### src/rtl/output_unit.sv
// FFT output stage: captures 8-lane x 8-row frames into a ping-pong buffer and
// streams the 64 bins serially in natural order with frame markers.
module output_unit #(
    parameter int WIDTH = 10
) (
    input  logic               clk,
    input  logic               rst_n,
    input  logic               din_valid,
    input  logic [8*WIDTH-1:0] dinre,
    input  logic [8*WIDTH-1:0] dinim,
    output logic [WIDTH-1:0]   doutre,
    output logic [WIDTH-1:0]   doutim,
    output logic               dout_valid,
    output logic [5:0]         dout_index,
    output logic               frame_start,
    output logic               overflow
);
    typedef enum logic {IDLE, READ} state_t;

    // Buffer address is {bank, row}; each entry holds all 8 lanes of one row.
    logic [WIDTH-1:0] mem_re [16][8];
    logic [WIDTH-1:0] mem_im [16][8];

    state_t     state;
    logic [2:0] wr_row;
    logic       wr_bank;
    logic       dropping;
    logic [1:0] full;
    logic       rd_bank;
    logic [5:0] rd_idx;

    logic       wr_drop;
    logic       wr_en;
    logic [1:0] full_set;
    logic [1:0] full_clr;
    logic       rd_start;
    logic       emit;
    logic [5:0] emit_idx;
    logic [3:0] emit_addr;
    logic       other_full;

    always_comb begin
        wr_drop    = (wr_row == 3'd0) ? full[wr_bank] : dropping;
        wr_en      = din_valid && !wr_drop;
        full_set   = 2'b00;
        full_clr   = 2'b00;
        if (wr_en && wr_row == 3'd7)
            full_set[wr_bank] = 1'b1;
        if (state == READ && rd_idx == 6'd63)
            full_clr[rd_bank] = 1'b1;
        rd_start   = (state == IDLE) && full[rd_bank];
        emit       = rd_start || (state == READ);
        emit_idx   = rd_start ? 6'd0 : rd_idx;
        emit_addr  = {rd_bank, emit_idx[2:0]};
        // The other bank may complete on the very edge this one drains.
        other_full = full[~rd_bank] || full_set[~rd_bank];
    end

    always_ff @(posedge clk) begin
        if (wr_en) begin
            for (int k = 0; k < 8; k++) begin
                mem_re[{wr_bank, wr_row}][k] <= dinre[k*WIDTH +: WIDTH];
                mem_im[{wr_bank, wr_row}][k] <= dinim[k*WIDTH +: WIDTH];
            end
        end
    end

    always_ff @(posedge clk or negedge rst_n) begin
        if (!rst_n) begin
            wr_row   <= 3'd0;
            wr_bank  <= 1'b0;
            dropping <= 1'b0;
            overflow <= 1'b0;
            full     <= 2'b00;
        end else begin
            overflow <= 1'b0;
            full     <= (full & ~full_clr) | full_set;
            if (din_valid) begin
                wr_row <= wr_row + 3'd1;
                if (wr_row == 3'd0) begin
                    dropping <= full[wr_bank];
                    overflow <= full[wr_bank];
                end
                if (wr_en && wr_row == 3'd7)
                    wr_bank <= ~wr_bank;
            end
        end
    end

    always_ff @(posedge clk or negedge rst_n) begin
        if (!rst_n) begin
            state       <= IDLE;
            rd_bank     <= 1'b0;
            rd_idx      <= 6'd0;
            doutre      <= '0;
            doutim      <= '0;
            dout_valid  <= 1'b0;
            dout_index  <= 6'd0;
            frame_start <= 1'b0;
        end else begin
            if (state == IDLE) begin
                if (full[rd_bank]) begin
                    state  <= READ;
                    rd_idx <= 6'd1;
                end
            end else if (rd_idx == 6'd63) begin
                rd_bank <= ~rd_bank;
                rd_idx  <= 6'd0;
                state   <= other_full ? READ : IDLE;
            end else begin
                rd_idx <= rd_idx + 6'd1;
            end

            dout_valid <= emit;
            if (emit) begin
                doutre      <= mem_re[emit_addr][emit_idx[5:3]];
                doutim      <= mem_im[emit_addr][emit_idx[5:3]];
                dout_index  <= emit_idx;
                frame_start <= (emit_idx == 6'd0);
            end else begin
                frame_start <= 1'b0;
            end
        end
    end
endmodule
### config.mk
export PLATFORM = sky130hd
export DESIGN_NAME = output_unit
export DESIGN_NICKNAME = d
export VERILOG_FILES = /design/src/rtl/output_unit.sv
export SDC_FILE = /design/constraint.sdc
export NUM_CORES = 2
export LEC_CHECK = 0
export BUFFER_PORTS_ARGS = -buffer_cell sky130_fd_sc_hd__buf_2
export CAP_MARGIN = 20
export CORE_ASPECT_RATIO = 0.5
export CORE_MARGIN = 2
export CORE_UTILIZATION = 50
export CTS_CLUSTER_DIAMETER = 60
export CTS_CLUSTER_SIZE = 24
export DETAILED_ROUTE_END_ITERATION = 6
export GPL_ROUTABILITY_DRIVEN = 0
export PLACE_DENSITY = 0.71
export SYNTH_ARGS = -nofsm -noshare
export SYNTH_HDL_FRONTEND = slang
export SYNTH_SLANG_ARGS = --single-unit
### constraint.sdc
create_clock -name clk -period 14.24 [get_ports clk]
set_input_delay 0.712 -clock clk [delete_from_list [all_inputs] [get_ports clk]]
set_output_delay 0.712 -clock clk [all_outputs]
set_load 0.02 [all_outputs]
==> metrics list <==
- Total number of placement rows: 116
- Chip width: 639 um
* Proportion of layout cells with a drive suffix above 1: 15.6%
- Post-CTS Hold Buffers: 0
- Start point of the critical path: rd_idx[0]$_DFFE_PN0P_
- Growth of design area from synthesis to finish: 8.51%
- In this run the power density over the cells is 130 nW/um^2.
- Buffer levels on the longest clock path: 4
- Num CTS Buffers: 138
* Number of levels in the clock H-tree: 4
- Number of enable flip-flop cells after synthesis: 2560
- Remaining DRCs: 1
- The startpoint identified for the worst register-to-register timing path is rd_idx[0]$_DFFE_PN0P_.
- Maximum clock frequency: 180 MHz
- For this run, the number of Yosys warnings is 0.
- The worst path needs 5560 ps of the cycle, external delays included.
- GRT Total Usage: 28.2%
* Leakage Power: 36.6 nW
- First-pass GRT wire length: 414000 um
- STA classifies the critical path startpoint as a register.
- Final Hold Vio Count: 0
- The tree built by TritonCTS fans out to 2604 sinks.
* Worst hold path type: input pin to async pin
* Synth area leaders: edfxtp_1, mux2i_1, mux4_2, mux2_2, nand2_1
* Worst path arrival time: 6280 ps
- CP Max Fanout: 132
- Maximum vdd ir drop: 0.0825 mV
* Synth Net Count: 5849
* Full die area: 206000 um^2
* Pin count of the biggest net entering global routing: 133
- Synthesis-stage register bit count: 2604
* Library cell occupying the most area in the post-synthesis netlist: edfxtp_1
- The number of global-route vias before repair was 56100.
* Critical path capture point type: register
- Clock root cell: clkbuf_16
* Initial antenna violation count: 79
- A synthesized cell averages 17.8 um^2.
- Summed instance area of the synthesized netlist: 101000 um^2
* Cells after Synth: 5680
- For the worst-skew pair, the clock arrives at the later sink with an insertion delay of 830 ps.
- The critical path goes through buf_12 > buf_4 > buf_4 > mux4_2 > a221o_1 > a211oi_1 > o22ai_1 > a211o_1.
* Clock tree from TritonCTS: yes
- The detail route stage leaves a number of antenna-violating nets equal to 0.
- In this design, the stage delay of the slowest critical-path cell is 940 ps.
- Global routing finished with a remaining overflow of 0.
- Share of the synthesized area in the top cell type: 76.2%
- For the pin with the worst max-slew slack, the measured transition is 1280 ps.
- Adding up every negative setup slack in the final design gives 0 ps.
- Placed cell area: 105000 um^2
- Sum of net half-perimeters after detailed placement: 165000 um
- The cell that appears most often on the critical path is buf_4.
- The number of setup buffers added after CTS is 0.
- After layout, the worst path uses 39.1% of the clock period.
* Core area: 200000 um^2
- For this run, the leading register cell type out of synthesis is edfxtp_1.
* Clock transition at path regs: 90 ps
- Async SR Flop Fraction: 1.69%
- The run finished, with violations left.
- Count of TritonRoute iterations in the first routing pass: 7
* Endpoint required time on the critical path: 14960 ps
* Final clock skew: 52.9 ps
* Vias: 58600
* Number of distinct standard cells referenced by the synthesized netlist: 72
- Gates resized, CTS repair: 0
* Unrepaired setup endpoints after global routing: no
* Setup CP Type: register to register
* Number of maximum-capacitance violations: 0
- IO Count: 192
- Count of final max-slew check failures: 0
* DRC marker count from the first detailed-route iteration: 10300
* Total non-filler cell area in the finished layout: 109000 um^2
* Seq/Total Area, Yosys: 77.3%
- Number of I/O port buffers: 191
- In this run the tightest slew margin relative to its limit is 14.6%.
- Setup violations remaining at the end of the flow were counted as 0.
- After detailed routing, the number of vias per cell comes to 6.83.
* Chip height: 322 um
* Worst path slowest cell: buf_4
* Starting density of the core: 50.4%
- For this block, the routed nets add up to 294000 um of wire.
- Drt wl/cell: 34.3 um
* Violations in the final reports: design-rule violations
- In the final design database the tool counted 6003 nets.
cells by family (layout without fill, tap and decap cells):
logic type	after synthesis	count (layout)	share of synthesized area (%)
flip-flops	2604	2604	77.3
other	0	27	0
buffers and inverters	372	587	1.66
XOR/XNOR	5	5	0.0434
AND/OR/NAND/NOR	799	799	3.46
AO/OA/AOI/OAI	1139	1139	7.88
multiplexers	755	755	9.59
adder cells (fa/ha/maj)	6	6	0.0744
cells in the mapped netlist, types with 10 or more instances:
library cell  instances
mux2i_1             436
o211ai_1             38
a31oi_1              39
inv_1                10
a221o_1              12
buf_2               177
nand2b_1             18
a311oi_1             13
mux4_2              152
o22a_1               18
and2_1               37
a311o_1              15
clkbuf_1            137
a221oi_1             70
mux2_2              166
a21oi_1             219
and3_1               41
a2111o_1             16
o31ai_1              16
a211o_1              31
o22ai_1             180
nor2_1              223
nor4_1               26
nand2_1             337
nand3_1              65
a211oi_1             59
edfxtp_1           2560
o2111ai_1            24
a32oi_1              19
nor3_1               30
buf_4                14
buf_1                32
dfrtp_1              44
o21ai_0             143
o221ai_1            125
a41oi_1              10
a22oi_1              13
o21ai_1              12
area by class of cell:
class / count / area, um^2
clock buffer: 177 / 3710
tap: 2655 / 3320
multi-input combinational: 2704 / 21600
timing repair buffer: 374 / 2460
fill: 15100 / 90800
antenna: 27 / 67.6
sequential: 2604 / 78000
clock inverter: 24 / 269
inverter: 12 / 46.3
critical path, delay by kind of cell (launching register included):
family	cells	cell delay (ps)
flops	1	790
compound gates	4	1300
buf+inv	3	2330
mux	1	410
cell usage in the layout (no fill, tap or decap), types with 19 or more instances in the layout:
master | Yosys | routed
edfxtp_1 | 2560 | 2560
mux2i_1 | 436 | 436
nand2_1 | 337 | 335
a21oi_1 | 219 | 211
nor2_1 | 223 | 208
buf_2 | 177 | 193
o22ai_1 | 180 | 180
buf_4 | 14 | 167
mux2_2 | 166 | 166
mux4_2 | 152 | 152
clkbuf_16 | 0 | 141
o21ai_0 | 143 | 135
o221ai_1 | 125 | 125
a221oi_1 | 70 | 70
nand3_1 | 65 | 64
a211oi_1 | 59 | 58
and3_1 | 41 | 41
a31oi_1 | 39 | 39
dfrtp_1 | 44 | 39
o211ai_1 | 38 | 38
and2_1 | 37 | 37
a211o_1 | 31 | 31
clkbuf_1 | 137 | 31
diode_2 | 0 | 27
nor4_1 | 26 | 25
nor3_1 | 30 | 25
o2111ai_1 | 24 | 24
a32oi_1 | 19 | 19
worst paths after layout:
path,to,slack [ps],cells past startpoint
setup reg to reg,doutim[9]$_DFFE_PN0P_,8680,8
hold / removal,rd_idx[0]$_DFFE_PN0P_,130,2
max in group asynchronous,rd_bank$_DFFE_PN0N_,13310,2
hold reg to reg,dout_index[4]$_DFFE_PN0P_,500,2
setup / recovery,doutim[9]$_DFFE_PN0P_,8680,8
min in group clk,wr_row[0]$_DFFE_PN0P_,170,2
registers in the layout (all words and copies together) (netlist names), 2 cells and up:
| register | count |
|---|---|
| doutre | 10 |
| wr_row | 3 |
| doutim | 10 |
| mem_im | 1280 |
| mem_re | 1280 |
| rd_idx | 6 |
| dout_index | 6 |
| full | 2 |
power breakdown:
group          total (mW)  leakage [nW]  internal, mW  switching (mW)
Sequential           9.08          23.6          8.96           0.122
Combinational       0.851          11.1         0.173           0.678
Clock                4.28          1.94          1.93            2.35
through the flow:
stage	setup slack [ps]	std cells	total power, mW	hold slack, ps	utilization, %
after floorplan	1140	5680	9.74	416	-
after global placement	8440	8344	10.0	467	52.6
after detailed placement	8410	8346	10.1	476	52.6
after CTS	8370	8547	14.2	135	54.6
after global routing	8570	8573	14.5	153	54.7
final	8680	8577	14.2	133	54.7
metal layers:
| metal | track usage, % | wire length [um] | share of wire [%] | up-vias |
|---|---|---|---|---|
| li1 | - | - | - | 23300 |
| met1 | 40.4 | 109000 | 37 | 30000 |
| met2 | 42.1 | 131000 | 45 | 4594 |
| met3 | 7.50 | 42500 | 14 | 752 |
| met4 | 9.56 | 10900 | 3.7 | 34 |
| met5 | 0 | 225 | 0.077 | - |
(Power assumes the default switching activity.)
